File: src/rtl/cv32e40p_x_copro_resp.sv
// Coprocessor-side XIF responder: decodes custom-0 ALU ops, queues them in order,
// executes each after commit with a fixed latency and returns the result.
module cv32e40p_x_copro_resp #(
   parameter int unsigned DEPTH   = 4,
   parameter int unsigned LATENCY = 2,
   parameter logic [6:0]  OPCODE  = 7'b0001011
) (
   input  logic        clk_i,
   input  logic        rst_ni,
   input  logic        x_issue_valid_i,
   output logic        x_issue_ready_o,
   input  logic [31:0] x_issue_req_instr_i,
   input  logic [3:0]  x_issue_req_id_i,
   input  logic [63:0] x_issue_req_rs_i,
   input  logic [2:0]  x_issue_req_rs_valid_i,
   output logic        x_issue_resp_accept_o,
   output logic        x_issue_resp_writeback_o,
   output logic        x_issue_resp_loadstore_o,
   input  logic        x_commit_valid_i,
   input  logic [3:0]  x_commit_id_i,
   input  logic        x_commit_kill_i,
   output logic        x_result_valid_o,
   input  logic        x_result_ready_i,
   output logic [3:0]  x_result_id_o,
   output logic [31:0] x_result_data_o,
   output logic [4:0]  x_result_rd_o,
   output logic        x_result_we_o
);

   localparam int unsigned PTR_W = (DEPTH > 1) ? $clog2(DEPTH) : 1;
   localparam int unsigned CNT_W = $clog2(DEPTH) + 1;
   localparam int unsigned LAT_W = (LATENCY > 1) ? $clog2(LATENCY + 1) : 1;

   typedef enum logic [1:0] {IDLE, EXEC, RESP} state_e;

   state_e state, state_n;

   logic [3:0]  q_id [DEPTH];
   logic [1:0]  q_op [DEPTH];
   logic [4:0]  q_rd [DEPTH];
   logic [31:0] q_a  [DEPTH];
   logic [31:0] q_b  [DEPTH];
   logic [DEPTH-1:0] q_vld, q_com, q_kil, hit;
   logic [PTR_W-1:0] head, tail;
   logic [CNT_W-1:0] count;
   logic [LAT_W-1:0] cnt;

   logic match, full, push, pop, load_cnt, latch, new_hit;
   logic unused_ok;

   function automatic logic [PTR_W-1:0] ptr_inc(input logic [PTR_W-1:0] p);
      return (p == PTR_W'(DEPTH - 1)) ? '0 : p + 1'b1;
   endfunction

   function automatic logic [31:0] alu(input logic [1:0] op, input logic [31:0] a, input logic [31:0] b);
      case (op)
         2'b00:   return a + b;
         2'b01:   return a - b;
         2'b10:   return a ^ b;
         default: return ($signed(a) < $signed(b)) ? a : b;
      endcase
   endfunction

   // Issue-side decode and handshake qualification
   assign match   = (x_issue_req_instr_i[6:0] == OPCODE) && (x_issue_req_instr_i[14] == 1'b0);
   assign full    = (count == CNT_W'(DEPTH));
   assign x_issue_ready_o          = rst_ni & ~full & x_issue_req_rs_valid_i[0] & x_issue_req_rs_valid_i[1];
   assign x_issue_resp_accept_o    = match;
   assign x_issue_resp_writeback_o = match;
   assign x_issue_resp_loadstore_o = 1'b0;
   assign push    = x_issue_valid_i & x_issue_ready_o & match;
   assign new_hit = x_commit_valid_i & (x_commit_id_i == x_issue_req_id_i);
   assign unused_ok = ^{x_issue_req_rs_valid_i[2], x_issue_req_instr_i[31:15]};

   // Commit ID match against every live queue entry
   for (genvar g = 0; g < DEPTH; g++) begin : g_hit
      assign hit[g] = x_commit_valid_i & q_vld[g] & (q_id[g] == x_commit_id_i);
   end

   // Queue control and per-entry status flags
   always_ff @(posedge clk_i or negedge rst_ni) begin
      if (!rst_ni) begin
         head  <= '0;
         tail  <= '0;
         count <= '0;
         q_vld <= '0;
         q_com <= '0;
         q_kil <= '0;
      end else begin
         if (x_commit_valid_i) begin
            if (x_commit_kill_i) q_kil <= q_kil | hit;
            else                 q_com <= q_com | hit;
         end
         if (push) begin
            q_vld[tail] <= 1'b1;
            q_com[tail] <= new_hit & ~x_commit_kill_i;
            q_kil[tail] <= new_hit & x_commit_kill_i;
            tail        <= ptr_inc(tail);
         end
         if (pop) begin
            q_vld[head] <= 1'b0;
            head        <= ptr_inc(head);
         end
         case ({push, pop})
            2'b10:   count <= count + 1'b1;
            2'b01:   count <= count - 1'b1;
            default: count <= count;
         endcase
      end
   end

   // Queue payload storage; only read while the entry is live
   always_ff @(posedge clk_i) begin
      if (push) begin
         q_id[tail] <= x_issue_req_id_i;
         q_op[tail] <= x_issue_req_instr_i[13:12];
         q_rd[tail] <= x_issue_req_instr_i[11:7];
         q_a[tail]  <= x_issue_req_rs_i[31:0];
         q_b[tail]  <= x_issue_req_rs_i[63:32];
      end
   end

   // FSM state register
   always_ff @(posedge clk_i or negedge rst_ni) begin
      if (!rst_ni) state <= IDLE;
      else         state <= state_n;
   end

   // FSM next-state logic
   always_comb begin
      state_n = state;
      case (state)
         IDLE: if (q_vld[head] && !q_kil[head] && q_com[head]) state_n = EXEC;
         EXEC: if (cnt == '0) state_n = RESP;
         RESP: if (x_result_ready_i) state_n = IDLE;
         default: state_n = IDLE;
      endcase
   end

   // FSM outputs: pops, latency load, result latch, result valid
   always_comb begin
      pop              = 1'b0;
      load_cnt         = 1'b0;
      latch            = 1'b0;
      x_result_valid_o = 1'b0;
      case (state)
         IDLE: begin
            pop      = q_vld[head] & q_kil[head];
            load_cnt = q_vld[head] & ~q_kil[head] & q_com[head];
         end
         EXEC: latch = (cnt == '0);
         RESP: begin
            x_result_valid_o = 1'b1;
            pop              = x_result_ready_i;
         end
         default: ;
      endcase
   end

   // Execute latency counter
   always_ff @(posedge clk_i or negedge rst_ni) begin
      if (!rst_ni)                          cnt <= '0;
      else if (load_cnt)                    cnt <= LAT_W'(LATENCY - 1);
      else if (state == EXEC && cnt != '0)  cnt <= cnt - 1'b1;
   end

   // Result registers, held stable through RESP
   always_ff @(posedge clk_i or negedge rst_ni) begin
      if (!rst_ni) begin
         x_result_id_o   <= '0;
         x_result_data_o <= '0;
         x_result_rd_o   <= '0;
         x_result_we_o   <= 1'b0;
      end else if (latch) begin
         x_result_id_o   <= q_id[head];
         x_result_data_o <= alu(q_op[head], q_a[head], q_b[head]);
         x_result_rd_o   <= q_rd[head];
         x_result_we_o   <= (q_rd[head] != 5'd0);
      end
   end

endmodule

File: config.mk
export PLATFORM = sky130hd
export DESIGN_NAME = cv32e40p_x_copro_resp
export DESIGN_NICKNAME = d
export VERILOG_FILES = /design/src/rtl/cv32e40p_x_copro_resp.sv
export SDC_FILE = /design/constraint.sdc
export NUM_CORES = 1
export LEC_CHECK = 0
export BUFFER_PORTS_ARGS = -buffer_cell sky130_fd_sc_hd__buf_2
export CAP_MARGIN = 40
export CORE_MARGIN = 2
export CORE_UTILIZATION = 45
export DETAILED_ROUTE_END_ITERATION = 12
export REMOVE_ABC_BUFFERS = 1
export SYNTH_ARGS = -nofsm -noshare
export SYNTH_HDL_FRONTEND = slang
export SYNTH_SLANG_ARGS = --single-unit
export TNS_END_PERCENT = 1
File: constraint.sdc
create_clock -name clk_i -period 12.1 [get_ports clk_i]
set_input_delay 0.605 -clock clk_i [delete_from_list [all_inputs] [get_ports clk_i]]
set_output_delay 0.605 -clock clk_i [all_outputs]
set_load 0.02 [all_outputs]
# ---- After elaboration in Yosys (flattened, before gate mapping)
# Memory sizes are Yosys's and may differ from the RTL's. A register that Yosys moved wholly into a read port is not among the register bits.
# Cells that the tools add are included.
dict set report classes {
  addsub 7
  mul 0
  div_mod_pow 0
  magnitude_cmp 5
  eq_ne 18
  n_shift 0
  mux 37
  bitwise_logic 29
  reduce_logical 16
}
# operator n
set ops {}
lappend ops {{case mux 32 bit (3 select lines)} 1}
lappend ops {{adder 32 bit} 1}
lappend ops {{< comparator 32 bit} 1}
lappend ops {{two-way mux 32 bit} 1}
lappend ops {{two-way mux 4 bit} 8}
lappend ops {{subtractor 32 bit} 1}
lappend ops {{bitwise XOR 32 bit} 1}
lappend ops {{== test 4 bit} 5}
lappend ops {{AND 1 bit} 19}
lappend ops {{two-way mux 2 bit} 7}
lappend ops {{OR 4 bit} 3}
lappend ops {{== test 2 bit, second input constant} 5}
lappend ops {{two-way mux 1 bit} 10}
lappend ops {{bitwise mux 4 bit} 2}
lappend ops {{== test 7 x 4 -> 1 bit, second input constant} 1}
lappend ops {{binary-select mux 1 bit (select 2 bit)} 3}
lappend ops {{== test 2 x 1 -> 1 bit, second input constant} 3}
lappend ops {{logical AND 1 bit} 6}
lappend ops {{zero test 2 bit} 3}
lappend ops {{< comparator 2 x 3 -> 1 bit, second input constant} 2}
lappend ops {{!= test 2 bit, second input constant} 3}
lappend ops {{case mux 2 bit (3 select lines)} 1}
lappend ops {{case mux 3 bit (2 select lines)} 1}
lappend ops {{nonzero test 2 bit} 3}
lappend ops {{14 further kinds} 21}
dict set report totals {
  register_bits 61
  latch_bits 0
  mem_bits_rw 300
  romBits 0
  input_bits 113
  output_inout_bits 47
  word_cells 128
  mem_count 5
}
# memory words width rd rd_clocked_by_memory_dff wr line_no
set memory_table {}
lappend memory_table {q_a 4 32 1 0 1 41} ;# logic [31:0] q_a [DEPTH];
lappend memory_table {q_b 4 32 1 0 1 42} ;# logic [31:0] q_b [DEPTH];
lappend memory_table {q_rd 4 5 1 0 1 40} ;# logic [4:0] q_rd [DEPTH];
lappend memory_table {q_id 4 4 5 1 1 38} ;# logic [3:0] q_id [DEPTH];
lappend memory_table {q_op 4 2 1 0 1 39} ;# logic [1:0] q_op [DEPTH];

# ---- Longest topological paths before layout
# Gate-level depths: netlist of run 1.
dict set report depth {
  word_depth 10
  ltp_mapped 18
  ltp_nobuf 13
}

# ---- Worst setup path after synthesis of run 1
# OpenSTA, ideal clock, no wires.
dict set report synth_timing {
  path_kind {register to register}
  start {register head[0]}
  end {register x_result_data_o[17]}
  setup_ps 132
  arrival_ps 4235
  t_required_ps 11968
  slack_ps 7733
  stages_incl_launch_ff 16
  n_path_buf 3
  period_less_slack_ps 4367
  path_cell_list {dfrtp_1 buf_2 buf_1 mux4_2 ha_1 fa_1 nand2b_1 a21oi_1 o31ai_1 a21oi_1 nor4_2 a21oi_4 buf_4 mux2_1 a2111oi_0 nor2_1}
}
dict set report synth_between {
  elab_chain_len 4
  word_cells_on_any_way 12
  classes_between {add/sub (2); order compare (1); eq/ne (2); mux (2); bitwise (1); reduce/logical (1); memory (3)}
}
# element line_no
set synth_rtl {}
lappend synth_rtl {{start: declaration} 44} ;# logic [PTR_W-1:0] head, tail;
lappend synth_rtl {{start signal: assignment} 102} ;# head <= ptr_inc(head);
lappend synth_rtl {{memory (4 x 32 bit), on equally long branches} --}
lappend synth_rtl {{< comparator 32 bit} 60} ;# default: return ($signed(a) < $signed(b)) ? a : b;
lappend synth_rtl {{two-way mux 32 bit} 60}
lappend synth_rtl {{case mux 32 bit (3 select lines) (*)} 56} ;# case (op)
lappend synth_rtl {{end signal: assignment} 176} ;# x_result_data_o <= alu(q_op[head], q_a[head], q_b[head]);
lappend synth_rtl {{end: declaration} 25} ;# output logic [31:0] x_result_data_o,
# Every way passes the cells marked *; elsewhere a longest branch is shown, timed or not.
# A chain may end at the register's enable or synchronous reset.

# ---- Worst setup path in the final report of run 1
dict set report layout_timing {
  start {register head[0]}
  end {register x_result_data_o[28]}
}
# Same word-level chain as after synthesis.

==> impl_metrics.tcl, run 1 <==
set metrics [dict create \
    synth_edf_count 300 \
    die_height_um 208 \
    cell_area_after_synthesis_mm2 0.0187 \
    clk_path_buf_depth 3 \
    synthesis.area_per_instance_um2 13.0 \
    regToRegEndpoint "x_result_data_o[28]" \
    max_clock_freq_mhz 168 \
    worst_margin_slew_ps 842 \
    status "complete, no violations" \
    min-delay-path-class "in -> reg" \
    power.net_switching_uw 1070 \
    slew_viol_final 0 \
    yosys_register_bits 365 \
    p_seq_share_pct 39.6 \
    avgRoutedWirePerCell_um 22.0 \
    antenna_found_initial 10 \
    clk_latency_ps 590 \
    tns_ps 0 \
    grt_max_degree 53 \
    dominantRegCellSynth "edfxtp_1" \
    placedInstanceArea_mm2 0.0199 \
    grt_first_pass_wirelength_mm 72.4 \
    worst_setup_path_end_kind "flip-flop" \
    final_core_util_pct 51.9 \
    first_global_vias 12600 \
    global_route.overflow_total 0 \
    cts_resized 0 \
    crit-reg2reg-launch "head[0]" \
    final_min_period_over_clock_period_pct 49.1 \
    dp_hpwl_mm 31.0 \
    timing.critical_path.from_type "flip-flop" \
    finClkSkew_ps 30.9 \
    share_comb_of_total_power_pct 24.7 \
    setup.reg_to_reg.worst_slack_ps 6150 \
    drt_first_iter_violations 959 \
    fin_nets 1739 \
    postRouteWirelength_mm 46.4 \
    floorplan.rows 74 \
    layout_min_cycle_time_ps 5950 \
    final_antenna_net_count 0 \
    layout-drive-gt1-share_pct 22.0 \
    dieWidth_um 208 \
    tritoncts "yes" \
    finalInstanceArea_mm2 0.0213 \
    required_ps 12560 \
    grt_setup_unrepaired "no" \
    total_power_uw 3490 \
    synth_top_cell_by_area "edfxtp_1" \
    synth_sequential_area_ratio_pct 57.0 \
    postSynthCellCount 1431 \
    remaining_max_slew_budget_at_the_tightest_pin_pct 42.4 \
    worst_slack_ps 6150 \
    ys_types 87 \
    clock_sinks 365 \
    ys.warnings.count 0 \
    floorplan.initialDensity_pct 45.6 \
    net_sw_share_pct 30.6 \
    critPathKind "reg -> reg" \
    synth_top_cells_by_area "edfxtp_1 (48%), mux4_2 (9.3%), dfrtp_1 (8.7%)" \
    grt.total_usage_pct 21.6 \
    cts_made_buffers 40 \
    num_vias 12300 \
    clk_network_pwr_share_pct 35.6 \
    final-setup-viol-count 0 \
    synth.top_cell.area_share_pct 48.3 \
    endpoint "x_result_data_o[28]" \
    hold_violations 0 \
    clock-root-buffer "clkbuf_16" \
    portBuffers 140 \
    boundaryPins 160 \
    pre_cts_slack_ps 6070 \
    clkSlewWorstSetupHoldPaths_ps 60 \
    syn_to_final_growth_pct 13.9 \
    core_area_mm2 0.0409 \
    yosysMostFrequentCell "edfxtp_1" \
    gpl.final_weighted_congestion 0.889 \
    maxCapViolations 0 \
    drcViolationCount 0 \
    cellInternalPower_uw 2420 \
    asyncSetResetFlopFracSynth_pct 17.8 \
    peakVddDrop_mv 0.118 \
    viasPerCell 5.83 \
    die_area_mm2 0.0431 \
    pd_cells_mw_per_mm2 164 \
    r2r.worst_path.cells 14 \
    arrival_ps 6400 \
    firstDrtPassIters 5 \
    ys_top_cells_by_count "edfxtp_1 (300), nand2_1 (110), a21oi_1 (91)" \
    cts-htree-levels 2 \
    static-leakage-power_uw 0.00811 \
    crit_path_max_fanout 38 \
    critPathLaunch "head[0]" \
]
## cell families after synthesis
group | after synthesis | share of synthesized area, %
xor+xnor | 28 | 1.31
other cells | 1 | 0.0201
flops | 365 | 57.0
simple gates | 310 | 7.98
mux | 121 | 11.8
fa+ha+maj | 77 | 5.28
buf+inv | 168 | 3.71
compound gates | 361 | 12.9
## power by group through the flow
stage          combinational [µW]  clock (µW)  sequential [µW]
2_1_floorplan                 608           0             1420
3_3_place_gp                  842           0             1410
3_5_place_dp                  854           0             1410
4_1_cts                       857        1270             1380
5_1_grt                       950        1320             1380
6_report                      863        1240             1380
## flip-flops by register name, summed over array words and instances (netlist names), 3 cells and up
name             flops
x_result_id_o        4
q_id                16
x_result_rd_o        5
q_vld                4
q_rd                20
q_b                128
q_com                4
q_a                128
q_kil                4
q_op                 8
x_result_data_o     32
count                3
## cell usage in the layout, fill, tap and decap left out, types with 27 or more instances in the layout
master,count
nor2_1,74
a21oi_1,91
ha_1,74
edfxtp_1,300
nand2_1,110
buf_2,139
dfrtp_1,63
inv_1,77
nand3_1,27
mux4_2,77
o21ai_0,74
clkbuf_16,40
a211oi_1,29
## layout make-up
cell class,instances,area (µm²)
inverter,84,320
timing repair buffer,160,892
sequential,365,10600
tap,532,666
multi-input combinational,898,7360
clock inverter,24,293
clock buffer,49,1070
fill,3590,19700
antenna,2,5.00
## critical path, stage by stage (launching register included)
cell and delay, ps:
dfrtp_4 890, buf_4 590, buf_12 300, mux4_2 580, ha_1 600, nand2_1 210
nor4_2 430, nand3_1 120, a21oi_1 340, nor4_2 90, a21oi_4 180, buf_4 530
mux2_2 410, a221o_1 340, o22a_1 170
## worst min-delay path by stage
stage / from / end / slack, ps / depth (start not counted)
finish: x_result_ready_i / state[1] / 230 / 2
global route: x_issue_req_instr_i[13] / q_op[3][1] / 230 / 1
CTS: x_result_ready_i / state[1] / 200 / 2
detailed placement: x_result_rd_o[0] / x_result_rd_o[0] / 460 / 2
global placement: count[2] / count[2] / 460 / 1
floorplan: rst_ni / cnt[0] / 310 / 0
## through the flow
stage,instances,hold WS [ps]
after floorplan,1347,309
after global placement,2034,456
after detailed placement,2038,458
after CTS,2112,195
after global routing,2112,227
final,2114,226
## per-layer routing
metal / vias to the layer above / global-route usage, % / part of all wire (%)
met4: 14 / 6.73 / 2.4
met1: 6152 / 30.2 / 45
li1: 5751 / - / -
met2: 322 / 34.6 / 47
met5: - / 0 / 0.23
met3: 78 / 3.93 / 5.6
## repair_timing
action / in CTS / in global routing
endpoints found under the hold margin: 19 / 0
buffers inserted: 0 / 0
hold buffers: 1 / 0
Note: power is estimated with default switching activity, not from simulation.
==> run 2: changes to the inputs <==
--- a/config.mk
+++ b/config.mk
@@ -5,6 +5,7 @@
 export SDC_FILE = /design/constraint.sdc
 export NUM_CORES = 1
 export LEC_CHECK = 0
+export ABC_AREA = 1
 export BUFFER_PORTS_ARGS = -buffer_cell sky130_fd_sc_hd__buf_2
 export CAP_MARGIN = 40
 export CORE_MARGIN = 2
==> constraint.sdc (replaced) <==
create_clock -name clk_i -period 5.9 [get_ports clk_i]
set_input_delay 0.295 -clock clk_i [delete_from_list [all_inputs] [get_ports clk_i]]
set_output_delay 0.295 -clock clk_i [all_outputs]
set_load 0.02 [all_outputs]
==> run 2 against run 1 <==
Against the previous run: maximum frequency is 41% higher; synthesized area rose by 9.5%; sequential share of layout area decreased by 5.6 points; wire length increased by 27%; critical endpoint is now x_result_data_o[17]; sequential cell count did not move; highest routed layer is now met4; register-to-register slack worse by 4500 ps.
==> impl_metrics.tcl, run 2 <==
set metrics [dict create \
    firstDrtPassIters 5 \
    final-setup-viol-count 0 \
    max_clock_freq_mhz 237 \
    arrival_ps 4670 \
    num_vias 17000 \
    holdPathStages 4 \
    min-delay-path-class "in -> reg" \
    synth_xor_xnor_area_share_pct 0.300 \
    holdWs_ps 106 \
    largestRegisters "q_a (128), q_b (128), x_result_data_o (32)" \
    clock-root-buffer "clkbuf_16" \
    status "complete, no violations" \
    layout_min_cycle_time_ps 4230 \
    number_of_antenna_diodes 0 \
    dieWidth_um 217 \
    ys.warnings.count 0 \
    clock_sinks 365 \
    required_ps 6350 \
    global_route.overflow_total 0 \
    avgRoutedWirePerCell_um 18.0 \
    maxCapViolations 0 \
    layout-drive-gt1-share_pct 10.9 \
    highest_count_cells_in_the_layout_ignoring_fill_and_taps "nand2_1 (782), inv_1 (324), edfxtp_1 (300)" \
    synth.top_cell.area_share_pct 44.1 \
    final_common_cell "nand2_1" \
    clkSlewWorstSetupHoldPaths_ps 60 \
    synth_top_cells_by_area "edfxtp_1 (44%), nand2_1 (14%), dfrtp_1 (8.0%)" \
    synth_top_cell_by_area "edfxtp_1" \
    grt_first_pass_wirelength_mm 91.7 \
    synthesis.area_per_instance_um2 8.37 \
    floorplan.initialDensity_pct 45.3 \
    dominantRegCellSynth "edfxtp_1" \
    crit-reg2reg-launch "head[0]" \
    grt_setup_unrepaired "no" \
    yosysMostFrequentCell "nand2_1" \
    syn_to_final_growth_pct 17.1 \
    ys_types 50 \
    synth_simple_gate_area_share_pct 24.2 \
    synth_edf_count 300 \
    die_height_um 217 \
    worst_setup_path_end_kind "flip-flop" \
    fin_nets 2823 \
    r2r.worst_path.cells 21 \
    timing.critical_path.from_type "flip-flop" \
    hold_end "q_com[0]" \
    drt_first_iter_violations 1260 \
    slew_viol_final 0 \
    floorplan.rows 78 \
    met2WireLength_mm 27.7 \
    compound_gate_fraction_of_synth_area_pct 10.2 \
    routedLengthMet1_mm 27.0 \
    worst_margin_slew_ps 876 \
    clk_path_buf_depth 3 \
    tritoncts "yes" \
    core_area_mm2 0.0451 \
    postRouteWirelength_mm 58.8 \
    clk_latency_ps 560 \
    synth_sequential_area_ratio_pct 52.0 \
    boundaryPins 160 \
    holdCritStartpoint "x_commit_kill_i" \
    antenna_found_initial 1 \
    ys_top_cells_by_count "nand2_1 (782), inv_1 (325), edfxtp_1 (300)" \
    grt.total_usage_pct 25.3 \
    setup.reg_to_reg.worst_slack_ps 1670 \
    remaining_max_slew_budget_at_the_tightest_pin_pct 41.5 \
    synth-adder-area-share_pct 4.82 \
    asyncSetResetFlopFracSynth_pct 17.8 \
    cell_area_after_synthesis_mm2 0.0204 \
    first_global_vias 16500 \
    hold_violations 0 \
    final_min_period_over_clock_period_pct 71.6 \
    top_layer "met4" \
    yosys_register_bits 365 \
    cts_made_buffers 40 \
    met3WireLength_mm 2.71 \
    crit_path_max_fanout 59 \
    critPathKind "reg -> reg" \
    regToRegEndpoint "x_result_data_o[17]" \
    die_area_mm2 0.0471 \
    postSynthCellCount 2441 \
    cts-htree-levels 2 \
    drcViolationCount 0 \
    synth_top_family_by_area "simple AND/OR/NAND/NOR gates" \
    yosys-mux-area-fraction_pct 0.0551 \
    grt_max_degree 89 \
    final_antenna_net_count 0 \
    portBuffers 140 \
    gpl.final_weighted_congestion 0.953 \
    viasPerCell 5.20 \
    dp_hpwl_mm 41.1 \
    finClkSkew_ps 8.72 \
]
run 2: metrics by stage:
stage	std cells	TNS [ps]	setup slack (ps)	cell area [µm²]	util [%]
global placement	3113	0	1780	21800	48.3
CTS	3265	0	1680	23900	53.1
floorplan	2343	-33280	-1110	20000	-
finish	3265	0	1670	23900	53.1
global route	3265	0	1260	23900	53.1
detailed placement	3114	0	1710	21800	48.4
run 2: kinds of logic (layout without fill, tap and decap cells):
family / Yosys count / after routing
AND/OR/NAND/NOR: 1216 / 1216
buffers and inverters: 435 / 659
flip-flops: 365 / 365
AO/OA/AOI/OAI: 339 / 339
adder cells (fa/ha/maj): 77 / 77
XOR/XNOR: 7 / 7
other: 1 / 1
multiplexers: 1 / 1
run 2: how the worst max path moves through the flow:
stage	start	endpoint
CTS	head[0]	x_result_data_o[23]
floorplan	head[0]	x_result_data_o[8]
global route	head[0]	x_result_data_o[17]
detailed placement	head[0]	x_result_data_o[23]
global placement	head[0]	x_result_data_o[20]
finish	head[0]	x_result_data_o[17]
run 2: cell type report:
type | instances | area, µm²
fill | 4191 | 21200
clock inverter | 13 | 150
tap | 600 | 751
sequential | 365 | 10600
inverter | 337 | 1270
multi-input combinational | 1641 | 8120
clock buffer | 61 | 1190
timing repair buffer | 248 | 1800
run 2: worst max-delay path: stages (launching register included):
cell     delay [ps]
dfrtp_4         460
buf_4           530
nand2_1         100
a32oi_1         350
inv_1           110
ha_1            500
nand2_1         150
nor2_1          190
o21ai_1         110
nand2_2         130
nand2_1          80
nand2_2         120
nand2_2         100
nand2_2         110
nand2_1          70
nand2_2         410
buf_12          230
nand2_1          60
nand2_1          50
nor2_1           40
nor2_1          100
nor2_1           50
run 2: repair_timing:
item                                   in CTS  in global routing
endpoints found under the hold margin     319                  0
hold buffers                               77                  0
gates resized for setup                     0                  0
setup buffers                               0                  0
run 2: per-layer routing:
layer	up-vias	track usage [%]
li1	8398	-
met1	8093	34.4
met2	409	42.3
met3	78	2.96
met4	0	8.01
met5	-	0
Power of run 2 is not shown: default switching activity piles up to over one toggle a cycle in this logic, so the estimate is an artifact.
